===== config.mk =====
export PLATFORM = sky130hd
export DESIGN_NAME = reflex_ctrl_flat
export DESIGN_NICKNAME = d
export VERILOG_FILES = /design/src/rtl/reflex_ctrl_if.sv /design/src/rtl/reflex_ctrl.sv /design/src/flat_wrapper.sv
export SDC_FILE = /design/constraint.sdc
export NUM_CORES = 1
export LEC_CHECK = 0
export ABC_AREA = 1
export CAP_MARGIN = 40
export CORE_MARGIN = 2
export CORE_UTILIZATION = 35
export DETAILED_ROUTE_END_ITERATION = 16
export GPL_ROUTABILITY_DRIVEN = 0
export PLACE_DENSITY = 0.55
export SLEW_MARGIN = 10
export SYNTH_ARGS = -nofsm -noshare
export SYNTH_HDL_FRONTEND = slang
export SYNTH_SLANG_ARGS = --single-unit
export TNS_END_PERCENT = 5

===== constraint.sdc =====
create_clock -name ck -period 6.4 [get_ports ck]
set_clock_uncertainty 0.2 [all_clocks]
set_input_delay 0.96 -clock ck [delete_from_list [all_inputs] [get_ports ck]]
set_output_delay 0.96 -clock ck [all_outputs]
set_load 0.01 [all_outputs]

===== src/rtl/reflex_ctrl_if.sv =====
`default_nettype none
// ============================================================================
// Module      : reflex_ctrl_if
// Description : Player controls and display/indicator bundle of the
//               reaction-time tester. The master drives the start/btn pulses;
//               the slave (the sequencer) drives the GO LED, busy flag and
//               the eight BCD digit nibbles of the multiplexed display.
// Revision    : 1.0 - initial release
// ============================================================================
interface reflex_ctrl_if;
  logic       start;
  logic       btn;
  logic       led_go;
  logic       busy;
  logic [3:0] seg0;
  logic [3:0] seg1;
  logic [3:0] seg2;
  logic [3:0] seg3;
  logic [3:0] seg4;
  logic [3:0] seg5;
  logic [3:0] seg6;
  logic [3:0] seg7;

  modport master (
    output start, btn,
    input  led_go, busy,
    input  seg0, seg1, seg2, seg3, seg4, seg5, seg6, seg7
  );

  modport slave (
    input  start, btn,
    output led_go, busy,
    output seg0, seg1, seg2, seg3, seg4, seg5, seg6, seg7
  );
endinterface : reflex_ctrl_if
`default_nettype wire


===== src/rtl/reflex_ctrl.sv =====
`default_nettype none
// ============================================================================
// Module      : reflex_ctrl
// Description : Reaction-time game sequencer. A round waits a pseudo-random
//               number of milliseconds, lights GO, then counts milliseconds
//               in BCD until the player presses. Current result drives the
//               low four display digits, best-ever result the high four.
//               Presses before GO are reported as fouls (FFFF).
// Revision    : 1.0 - initial release
// ============================================================================
module reflex_ctrl #(
  parameter int TICK_DIV    = 100_000,
  parameter int MIN_WAIT_MS = 1000
) (
  input  logic         ck,
  input  logic         rst_n,
  reflex_ctrl_if.slave bus
);

  // Divider width; a divide-by-one still needs a one-bit counter.
  localparam int                 c_DIV_W     = (TICK_DIV > 1) ? $clog2(TICK_DIV) : 1;
  localparam logic [c_DIV_W-1:0] c_DIV_MAX   = c_DIV_W'(TICK_DIV - 1);
  localparam logic [c_DIV_W-1:0] c_DIV_ONE   = c_DIV_W'(1);
  localparam logic [13:0]        c_MIN_WAIT  = 14'(MIN_WAIT_MS);
  localparam logic [15:0]        c_LFSR_SEED = 16'hACE1;
  localparam logic [15:0]        c_BCD_MAX   = 16'h9999;
  localparam logic [15:0]        c_BCD_ZERO  = 16'h0000;
  localparam logic [15:0]        c_FOUL_SHOW = 16'hFFFF;

  typedef enum logic [2:0] {
    S_IDLE = 3'd0,
    S_WAIT = 3'd1,
    S_GO   = 3'd2,
    S_DONE = 3'd3,
    S_FOUL = 3'd4
  } state_t;

  state_t             r_state;
  state_t             w_state_nxt;
  logic [c_DIV_W-1:0] r_div;
  logic [15:0]        r_lfsr;
  logic [13:0]        r_wait_ms;
  logic [15:0]        r_result;     // four packed BCD digits, [3:0] = units
  logic [15:0]        r_best;       // four packed BCD digits, [3:0] = units
  logic               w_tick;
  logic               w_change;
  logic               w_load;
  logic               w_lfsr_fb;
  logic [15:0]        w_seg_cur;

  // Increment four packed BCD digits with ripple carry 9 -> 0. The caller
  // guards 9999 so the top carry is never lost.
  function automatic logic [15:0] bcd_inc(input logic [15:0] v);
    logic [15:0] o;
    logic        c;
    o = v;
    c = 1'b1;
    for (int i = 0; i < 4; i++) begin
      if (c) begin
        if (v[i*4 +: 4] == 4'd9) begin
          o[i*4 +: 4] = 4'd0;
        end else begin
          o[i*4 +: 4] = v[i*4 +: 4] + 4'd1;
          c           = 1'b0;
        end
      end
    end
    return o;
  endfunction

  // Millisecond strobe on the last count of the divider.
  assign w_tick = (r_div == c_DIV_MAX);

  // Right-shifting Fibonacci form: taps 16,14,13,11 land on bits 0,2,3,5.
  assign w_lfsr_fb = r_lfsr[0] ^ r_lfsr[2] ^ r_lfsr[3] ^ r_lfsr[5];

  // Next-state decode; btn is checked before the wait expiry so an early
  // press on the expiry cycle is still a foul.
  always_comb begin
    w_state_nxt = r_state;
    case (r_state)
      S_IDLE: begin
        if (bus.start) w_state_nxt = S_WAIT;
      end
      S_WAIT: begin
        if (bus.btn) begin
          w_state_nxt = S_FOUL;
        end else if (w_tick && (r_wait_ms == 14'd1)) begin
          w_state_nxt = S_GO;
        end
      end
      S_GO: begin
        if (bus.btn) w_state_nxt = S_DONE;
      end
      S_DONE, S_FOUL: begin
        if (bus.start) w_state_nxt = S_WAIT;
      end
      default: w_state_nxt = S_IDLE;
    endcase
  end

  // Any state change restarts the divider; entering WAIT from outside
  // loads a fresh random delay and clears the result.
  assign w_change = (w_state_nxt != r_state);
  assign w_load   = (w_state_nxt == S_WAIT) && (r_state != S_WAIT);

  // State register.
  always_ff @(posedge ck or negedge rst_n) begin
    if (!rst_n) begin
      r_state <= S_IDLE;
    end else begin
      r_state <= w_state_nxt;
    end
  end

  // Millisecond divider, realigned to zero on every transition so the first
  // tick of a state lands a full period after entry.
  always_ff @(posedge ck or negedge rst_n) begin
    if (!rst_n) begin
      r_div <= '0;
    end else if (w_change || w_tick) begin
      r_div <= '0;
    end else begin
      r_div <= r_div + c_DIV_ONE;
    end
  end

  // Free-running LFSR; advances every cycle so the delay depends on when
  // the player presses start.
  always_ff @(posedge ck or negedge rst_n) begin
    if (!rst_n) begin
      r_lfsr <= c_LFSR_SEED;
    end else begin
      r_lfsr <= {w_lfsr_fb, r_lfsr[15:1]};
    end
  end

  // Remaining delay in ms; a press in WAIT leaves it untouched.
  always_ff @(posedge ck or negedge rst_n) begin
    if (!rst_n) begin
      r_wait_ms <= 14'd0;
    end else if (w_load) begin
      r_wait_ms <= c_MIN_WAIT + {2'b00, r_lfsr[11:0]};
    end else if ((r_state == S_WAIT) && w_tick && !bus.btn) begin
      r_wait_ms <= r_wait_ms - 14'd1;
    end
  end

  // Reaction counter: counts ticks in GO, saturates at 9999, and a press on
  // a tick cycle suppresses that tick.
  always_ff @(posedge ck or negedge rst_n) begin
    if (!rst_n) begin
      r_result <= c_BCD_ZERO;
    end else if (w_load) begin
      r_result <= c_BCD_ZERO;
    end else if ((r_state == S_GO) && w_tick && !bus.btn && (r_result != c_BCD_MAX)) begin
      r_result <= bcd_inc(r_result);
    end
  end

  // Best-result tracker. Packed BCD orders the same as its value, so a plain
  // unsigned compare is a most-significant-digit-first compare. The result
  // is frozen in DONE, so checking on every DONE cycle is equivalent to
  // checking on the entry cycle only.
  always_ff @(posedge ck or negedge rst_n) begin
    if (!rst_n) begin
      r_best <= c_BCD_MAX;
    end else if ((r_state == S_DONE) && (r_result < r_best)) begin
      r_best <= r_result;
    end
  end

  // Outputs are decoded purely from registers.
  assign w_seg_cur  = (r_state == S_FOUL) ? c_FOUL_SHOW : r_result;
  assign bus.led_go = (r_state == S_GO);
  assign bus.busy   = (r_state == S_WAIT) || (r_state == S_GO);
  assign bus.seg0   = w_seg_cur[3:0];
  assign bus.seg1   = w_seg_cur[7:4];
  assign bus.seg2   = w_seg_cur[11:8];
  assign bus.seg3   = w_seg_cur[15:12];
  assign bus.seg4   = r_best[3:0];
  assign bus.seg5   = r_best[7:4];
  assign bus.seg6   = r_best[11:8];
  assign bus.seg7   = r_best[15:12];

endmodule : reflex_ctrl
`default_nettype wire


===== src/flat_wrapper.sv =====
// flat-port wrapper written by rule: the top's interface ports become plain ports
module reflex_ctrl_flat 
#(
  parameter int TICK_DIV    = 100_000,
  parameter int MIN_WAIT_MS = 1000
)
  (ck, rst_n, bus_start, bus_btn, bus_led_go, bus_busy, bus_seg0, bus_seg1, bus_seg2, bus_seg3, bus_seg4, bus_seg5, bus_seg6, bus_seg7);
  reflex_ctrl_if bus_i ();
  input  logic ck;
  input  logic rst_n;
  input wire logic [$bits(bus_i.start)-1:0] bus_start;
  input wire logic [$bits(bus_i.btn)-1:0] bus_btn;
  output wire logic [$bits(bus_i.led_go)-1:0] bus_led_go;
  output wire logic [$bits(bus_i.busy)-1:0] bus_busy;
  output wire logic [$bits(bus_i.seg0)-1:0] bus_seg0;
  output wire logic [$bits(bus_i.seg1)-1:0] bus_seg1;
  output wire logic [$bits(bus_i.seg2)-1:0] bus_seg2;
  output wire logic [$bits(bus_i.seg3)-1:0] bus_seg3;
  output wire logic [$bits(bus_i.seg4)-1:0] bus_seg4;
  output wire logic [$bits(bus_i.seg5)-1:0] bus_seg5;
  output wire logic [$bits(bus_i.seg6)-1:0] bus_seg6;
  output wire logic [$bits(bus_i.seg7)-1:0] bus_seg7;
  assign bus_i.start = bus_start;
  assign bus_i.btn = bus_btn;
  assign bus_led_go = bus_i.led_go;
  assign bus_busy = bus_i.busy;
  assign bus_seg0 = bus_i.seg0;
  assign bus_seg1 = bus_i.seg1;
  assign bus_seg2 = bus_i.seg2;
  assign bus_seg3 = bus_i.seg3;
  assign bus_seg4 = bus_i.seg4;
  assign bus_seg5 = bus_i.seg5;
  assign bus_seg6 = bus_i.seg6;
  assign bus_seg7 = bus_i.seg7;
  reflex_ctrl #(.TICK_DIV(TICK_DIV), .MIN_WAIT_MS(MIN_WAIT_MS)) u_core (.ck(ck), .rst_n(rst_n), .bus(bus_i));
endmodule

==> results of run 1 <==
==> critical path, cell delays in order, from the launching register on <==
cell and delay [ps]:
dfrtp_1 450, inv_1 160, nand3_1 520, nand2_1 250
clkdlybuf4s50_1 570
==> routing by layer <==
layer	GRT usage, %	part of all wire, %	up-vias
met1	18.8	47	1860
met5	0	0	-
li1	-	-	2092
met2	26.6	48	52
met3	4.74	3.9	12
met4	4.17	1.3	0
==> report_power, final <==
part / switching (mW) / total, mW / internal [mW]
clock network: 0.210 / 0.511 / 0.301
logic: 0.136 / 0.226 / 0.0903
registers: 0.0313 / 0.581 / 0.550
total: 0.377 / 1.32 / 0.941
==> flip-flops by register name, summed over array words and instances (netlist names) <==
register	cells
u_core.r_wait_ms	14
u_core.r_lfsr	16
u_core.r_state	3
u_core.r_result	16
u_core.r_div	17
u_core.r_best	16
==> cells by family (layout without fill, tap and decap cells) <==
logic type	after synthesis	count (layout)	synth area share, %
fa+ha+maj	27	27	6.89
buf+inv	103	144	8.68
compound gates	54	54	6.46
xor+xnor	33	33	5.90
simple gates	327	327	29.8
flops	82	82	42.3
==> per-stage QoR <==
step           power [mW]  worst slack [ps]  hold slack (ps)  utilization, %  instance area (um2)
2_1_floorplan       0.741              4140              133               -                 4900
3_3_place_gp        0.812              2950              142            39.2                 5410
3_5_place_dp        0.820              2830              142            39.4                 5430
4_1_cts              1.34              2910              155            41.5                 5710
5_1_grt              1.39              2800              169            41.5                 5710
6_report             1.32              2930              154            41.5                 5710
==> final cells by class <==
class / count / share of cell area, %
clock buffer: 11 / 4.07
clock inverter: 5 / 0.964
inverter: 90 / 5.91
multi-input combinational: 441 / 42.0
sequential: 82 / 36.3
tap: 180 / 3.94
timing repair buffer: 38 / 6.79
==> synth_stat cells, types with 5 or more instances <==
library cell | n | area, um2
a21oi_1 | 13 | 65.1
dfrtp_1 | 66 | 1650
nand4_1 | 35 | 219
inv_2 | 8 | 30.0
clkbuf_1 | 5 | 18.8
o21ai_0 | 22 | 110
nor3_1 | 9 | 45.0
nor2_1 | 55 | 206
xnor2_1 | 9 | 78.8
dfstp_2 | 16 | 420
xor2_1 | 24 | 210
nand2_1 | 170 | 638
nand3_1 | 36 | 180
o211ai_1 | 6 | 45.0
ha_1 | 27 | 338
inv_1 | 81 | 304
nor2_2 | 8 | 50.1
==> final timing paths <==
kind,slack (ps),cells after the start,endpoint
worst max-delay path,2930,4,bus_seg3[0]
worst min-delay path,150,0,u_core.r_lfsr[11]
worst max register to register,3390,8,u_core.r_best[10]
worst min register to register,150,0,u_core.r_lfsr[11]
max in group asynchronous,4940,2,u_core.r_lfsr[15]
min in group asynchronous,390,1,u_core.r_best[9]
==> metrics.cfg, run 1 <==
[status]
status = finished, final reports clean

[floorplan]
die_h_um = 122
ioPinCount = 38
fp.coreArea_um2 = 13800
fp.dieArea_um2 = 15000
rows = 43
die_w_um = 122
floorplan.initialDensity_pct = 35.6

[pwr]
p_leak_nw = 2.79
ir_drop_v = 0.000135
power_density_nw_per_um2 = 231

[clocking]
cts_buffer_depth = 2
numCtsBuffers = 9
path_clk_slew_ps = 60
cts.sinks = 82
htree_levels = 3
cts_tree = built
cts-root-buf = clkbuf_16
insertion_delay_ps = 350
cts_hold_buf = 0
cts_resized = 0
post_cts_buffers = 0

[cells_and_area]
final-seq-area_um2 = 2070
layoutNonFillerInstCount = 847
areaGrowthSynthToFinish_pct = 16.6
diodes = 0
final_nets = 693
multi_input_area_um2 = 2400
fillers = 1406
drive_gt1_share_pct = 9.00
mostFrequentLayoutCells = 170 x nand2_1, 81 x inv_1, 66 x dfrtp_1, 55 x nor2_1
final_common_cell = nand2_1

[global_route]
antenna_found_initial = 0
grt_pass1_vias = 4047
grt_pass1_wl_um = 18600
grt.overflow.total = 0
grt.total_usage_pct = 15.5
grt_start_max_net_pins = 45

[route]
viasPerCell = 4.74
via_count = 4016
drtPass1Iterations = 4
drc = 0
routedWlPerCell_um = 12.4
drt_iter0_markers = 152
ant_nets = 0
wl_um = 10500

[hold_path]
hold_start = u_core.r_lfsr[12]
hold_class = reg -> reg

[logic_synthesis]
synth_edf_count = 0
ys_seq_area_share_pct = 42.3
avgSynthCellArea_um2 = 7.83
synth-seq-cells = 82
netlist_area_um2 = 4900
ys_types = 37
synth_flop_cell = dfrtp_1
ys_warn_count = 0
async_flop_share_pct = 100
synth_cells = 626
synth_nets = 657

[timing]
tightest_slew_ps = 765
period_minus_slack_ps = 3470
rsz0062_at_grt = false
hold_violations = 0
final-setup-viol-count = 0
fmax_ghz = 0.289
period_share_pct = 54.2
drv_slew = 0
maxSlewHeadroom_pct = 48.9
final.setup.tns_ps = 0

[setup_path]
crit_fanout = 16
worstPathRequired_ps = 5240
critPathArrivalTime_ps = 2310
endpoint_kind = output port
startpoint_type = flip-flop
crit_type = reg -> out
r2r-start = u_core.r_best[11]
critPathLaunch = u_core.r_state[0]

[placement]
dp_hpwl_um = 7780
dp.cells = 831
io_buffers = 37

[run]
cap_violations = 0

Power figures use the tool's default switching activity.
==> inputs of run 2 (changes only) <==
clock period = 3.5 ns   (was 6.4 ns; I/O delays follow)
==> metrics.cfg, run 2 (synthesized netlist as in run 1, its figures left out) <==
[status]
status = finished, final reports clean

[placement]
dp_hpwl_um = 7850  ; +0.89%
io_buffers = 37  ; unchanged
dp_slack_ps = 765  ; -2060 ps

[clocking]
cts_buffer_depth = 2  ; unchanged
path_clk_slew_ps = 60  ; about the same
cts_tree = built
cts-root-buf = clkbuf_16
cts.sinks = 82  ; unchanged
insertion_delay_ps = 350  ; about the same
numCtsBuffers = 9  ; unchanged
cts_resized = 0  ; unchanged
htree_levels = 3  ; unchanged

[pwr]
p_leak_nw = 2.85  ; +2.3%
ir_drop_v = 0.000349  ; +160%
power_density_nw_per_um2 = 432  ; +87%

[route]
viasPerCell = 4.82  ; +1.7%
via_count = 4121  ; +2.6%
drt_iter0_markers = 232  ; +53%
ant_nets = 0  ; unchanged
drtPass1Iterations = 5  ; +1
routedWlPerCell_um = 12.3  ; -0.77%
wl_um = 10500  ; +0.17%
drc = 0  ; unchanged

[floorplan]
fp.coreArea_um2 = 13800  ; unchanged
floorplan.initialDensity_pct = 35.6  ; unchanged
die_w_um = 122  ; unchanged
rows = 43  ; unchanged
ioPinCount = 38  ; unchanged
fp.dieArea_um2 = 15000  ; unchanged
die_h_um = 122  ; unchanged

[timing]
fmax_ghz = 0.324
period_minus_slack_ps = 3080
maxSlewHeadroom_pct = 52.0  ; +3.1 points
drv_slew = 0  ; unchanged
rsz0062_at_grt = false
final.setup.tns_ps = 0  ; unchanged
layout_setup_ws_ps = 418  ; -2520 ps
hold_violations = 0  ; unchanged
tightest_slew_ps = 718  ; -47.5 ps
period_share_pct = 88.0
final-setup-viol-count = 0  ; unchanged

[setup_path]
startpoint_type = flip-flop
crit_type = reg -> out
crit_fanout = 16  ; unchanged
endpoint_kind = output port
worstPathRequired_ps = 2770  ; -2470 ps
critPathArrivalTime_ps = 2360  ; +50 ps

[hold_path]
hold_class = reg -> reg

[cells_and_area]
largest-register = u_core.r_div
final_nets = 701  ; +1.2%
fillers = 1404  ; -0.14%
largest_reg_flops = 17  ; unchanged
final_common_cell = nand2_1
drive_gt1_share_pct = 9.78  ; +0.78 points
diodes = 0  ; unchanged
areaGrowthSynthToFinish_pct = 18.8
multi_input_area_um2 = 2400  ; unchanged
mostFrequentLayoutCells = 170 x nand2_1, 81 x inv_1, 66 x dfrtp_1, 55 x nor2_1
final-seq-area_um2 = 2070  ; unchanged

[global_route]
grt_pass1_vias = 3945  ; -2.5%
grt.overflow.total = 0  ; unchanged
grt.total_usage_pct = 15.3  ; -0.16 points
antenna_found_initial = 0  ; unchanged
grt_start_max_net_pins = 60  ; +33%
grt_pass1_wl_um = 18200  ; -2.1%

[run]
cap_violations = 0  ; unchanged

## run 2: changes by cell type in the layout (fill, tap and decap cells not counted)
cell           before  now
clkinv_2            2    0
clkbuf_1            2    3
buf_16              0    1
clkbuf_8            0    2
buf_12              1    0
dlygate4sd3_1       0    1
bufinv_16           1    2
clkinvlp_4          2    0
buf_4               1    8
## run 2: final timing paths
check / start / end / slack (ps) / depth (start not counted)
max: u_core.r_state[0] / bus_seg3[1] / 420 / 4
min: u_core.r_lfsr[14] / u_core.r_lfsr[13] / 160 / 0
max reg2reg: u_core.r_best[3] / u_core.r_best[13] / 860 / 11
min reg2reg: u_core.r_lfsr[14] / u_core.r_lfsr[13] / 160 / 0
max in group asynchronous: rst_n / u_core.r_lfsr[6] / 1890 / 4
min in group asynchronous: rst_n / u_core.r_best[9] / 420 / 2
## run 2: where the power goes
part / internal [mW] / total [mW] / switching [mW]
clock network: 0.665 / 1.03 / 0.366
registers: 1.01 / 1.06 / 0.0577
logic: 0.170 / 0.421 / 0.252
total: 1.84 / 2.51 / 0.675
## run 2: area by class of cell
type                    instances  share of cell area (%)
clock inverters                 2                    1.03
flip-flops and latches         82                    35.6
multi-input cells             441                    41.3
clock buffers                  14                    4.54
repair buffers                 46                    7.87
well taps                     180                    3.87
inverters                      90                    5.81
## run 2: layer usage
layer  track usage, %  part of all wire, %  up-vias  routed length, um
met3             3.76                  3.5       17                372
met4             5.96                  1.7        0                179
met2             25.4                   47       73               4990
met1             19.3                   47     1918               4960
met5                0                    0        -                  0
li1                 -                    -     2113                  -
## run 2: stage by stage
stage | cells | power [mW] | utilization (%) | instance area, um2 | hold WS, ps
2_1_floorplan | 626 | 1.36 | - | 4900 | 29.4
3_3_place_gp | 837 | 1.49 | 39.6 | 5460 | 141
3_5_place_dp | 838 | 1.51 | 39.8 | 5490 | 143
4_1_cts | 855 | 2.55 | 42.3 | 5820 | 164
5_1_grt | 855 | 2.65 | 42.3 | 5820 | 168
6_report | 855 | 2.51 | 42.3 | 5820 | 160
## run 2: repair_timing
item / CTS / global route
endpoints found under the setup margin: 0 / 0
hold endpoints to repair: 14 / 0
setup buffers: 0 / 0
hold buffers: 1 / 0
## run 2: critical path, cell delays in order (launching register included)
cell and delay [ps]:
dfrtp_1 450, inv_1 150, nand3_1 530, nand2_1 290, clkdlybuf4s50_1 570
==> inputs of run 3 (changes only) <==
CORE_UTILIZATION = 59   (was 35)
PLACE_DENSITY = 0.84   (was 0.55)
SLEW_MARGIN = 20   (was 10)
==> metrics.cfg, run 3 (synthesized netlist as in run 1, its figures left out) <==
[floorplan]
die_h_um = 95.1  ; -22%
fp.dieArea_um2 = 9050  ; -40%
fp.coreArea_um2 = 8130  ; -41%
floorplan.initialDensity_pct = 60.2  ; +25 points
ioPinCount = 38  ; unchanged
rows = 33  ; -23%
die_w_um = 95.1  ; -22%

[cells_and_area]
layoutNonFillerInstCount = 777  ; -9.1%
final_nets = 698  ; -0.43%
largest_reg_flops = 17  ; unchanged
drive_gt1_share_pct = 9.67  ; -0.11 points
fillers = 657  ; -53%
utilization_pct = 68.9  ; +27 points
largest-register = u_core.r_div
areaGrowthSynthToFinish_pct = 14.4
final_common_cell = nand2_1
diodes = 0  ; unchanged
design_area_um2 = 5610  ; -3.7%
mostFrequentLayoutCells = 170 x nand2_1, 81 x inv_1, 66 x dfrtp_1, 55 x nor2_1

[setup_path]
crit_type = reg -> out
endpoint_kind = output port
critPathSlowestCell = clkdlybuf4s50_1
worstPathRequired_ps = 2770  ; about the same
path_cells = inv_1, nand3_1, nand2_1, clkdlybuf4s50_1
crit_fanout = 16  ; unchanged
critPathArrivalTime_ps = 2320  ; -40 ps
slowest_delay_ps = 590  ; +20 ps
startpoint_type = flip-flop

[pwr]
p_leak_nw = 2.79  ; -2.0%
clock_power_share_pct = 34.7  ; -6.3 points
power.internal_mw = 1.60  ; -13%
ir_drop_v = 0.000326  ; -6.7%
p_switching_uw = 664  ; -1.7%
sequentialPowerShare_pct = 47.0  ; +4.7 points
netSwitchingFraction_pct = 29.3  ; +2.5 points
finalPower_mw = 2.26  ; -10%
power_density_nw_per_um2 = 403  ; -6.7%
combinationalPowerShare_pct = 18.3  ; +1.6 points

[route]
drt_iter0_markers = 211  ; -9.1%
drtPass1Iterations = 5  ; unchanged
routedWlPerCell_um = 12.9  ; +5.4%
via_count = 4152  ; +0.75%
wl_um = 10100  ; -4.2%
drc = 0  ; unchanged
viasPerCell = 5.34  ; +11%
ant_nets = 0  ; unchanged

[clocking]
numCtsBuffers = 9  ; unchanged
cts-root-buf = clkbuf_8
cts_buffer_depth = 2  ; unchanged
post_cts_buffers = 0  ; unchanged
cts_resized = 0  ; unchanged
cts.sinks = 82  ; unchanged
htree_levels = 3  ; unchanged
path_clk_slew_ps = 80  ; +20 ps
cts_tree = built
insertion_delay_ps = 370  ; +20 ps

[placement]
dp_slack_ps = 737  ; -28.7 ps
io_buffers = 37  ; unchanged
dp_hpwl_um = 7270  ; -7.3%
dp.cells = 760  ; -9.3%
dpl-instance-area_um2 = 5370  ; -2.1%

[hold_path]
hold_class = reg -> reg

[timing]
fmax_ghz = 0.328  ; +1.1%
period_share_pct = 87.1  ; -0.94 points
fin_hold_ws_ps = 158  ; -2.17 ps
tightest_slew_ps = 690  ; -27.9 ps
layout_setup_ws_ps = 451  ; +32.9 ps
period_minus_slack_ps = 3050  ; -32.9 ps
maxSlewHeadroom_pct = 53.9  ; +1.9 points
drv_slew = 0  ; unchanged
final.setup.tns_ps = 0  ; unchanged
hold_violations = 0  ; unchanged
rsz0062_at_grt = false
final-setup-viol-count = 0  ; unchanged

[global_route]
grt.overflow.total = 0  ; unchanged
grt_pass1_vias = 3941  ; -0.10%
grt_pass1_wl_um = 17600  ; -3.6%
antenna_found_initial = 0  ; unchanged
grt_start_max_net_pins = 59  ; -1.7%
grt.total_usage_pct = 24.4  ; +9.1 points

[status]
status = finished, final reports clean

[run]
cap_violations = 0  ; unchanged

-- run 3: changes by cell type in the layout (fill, tap and decap cells not counted), sizes merged --
cell,before,now
buf,9,6
clkinv,1,3
inv,89,90
clkbuf,14,11
-- run 3: final cells by class --
class                   instances  area, um2  share of cell area, %
inverters                      90        338                   6.03
repair buffers                 43        435                   7.77
clock inverters                 5       86.3                   1.54
well taps                     105        131                   2.34
flip-flops and latches         82       2070                   37.0
clock buffers                  11        141                   2.52
multi-input cells             441       2400                   42.8
-- run 3: metal layers --
| layer | track usage, % | up-vias | share of wire [%] |
|---|---|---|---|
| li1 | - | 2102 | - |
| met1 | 31.8 | 1948 | 45 |
| met2 | 41.1 | 88 | 49 |
| met3 | 4.51 | 14 | 4.0 |
| met4 | 7.85 | 0 | 1.6 |
| met5 | 0 | - | 0 |
-- run 3: final timing paths --
path / start / end / slack, ps / cells past startpoint
setup reg to reg: u_core.r_best[3] / u_core.r_best[1] / 960 / 11
max in group asynchronous: rst_n / u_core.r_lfsr[0] / 2060 / 3
hold / removal: u_core.r_lfsr[14] / u_core.r_lfsr[13] / 160 / 0
setup / recovery: u_core.r_state[0] / bus_seg0[1] / 450 / 4
min in group asynchronous: rst_n / u_core.r_best[9] / 390 / 2
hold reg to reg: u_core.r_lfsr[14] / u_core.r_lfsr[13] / 160 / 0
-- run 3: power groups by stage --
stage	Clock [mW]	Sequential [mW]	Combinational, mW
6_report	0.785	1.06	0.414
3_5_place_dp	0	1.08	0.415
4_1_cts	0.795	1.06	0.420
5_1_grt	0.842	1.07	0.468
3_3_place_gp	0	1.07	0.397
2_1_floorplan	0	1.07	0.290
-- run 3: timing repair --
item | 4_1_cts | 5_1_grt
setup endpoints to repair | 0 | 0
hold endpoints to repair | 17 | 0
hold buffers | 1 | 0
-- run 3: critical path, delay by kind of cell (launching register included) --
family                 cells  cell delay (ps)
AND/OR/NAND/NOR            2              750
buffers and inverters      2              750
flip-flops                 1              460
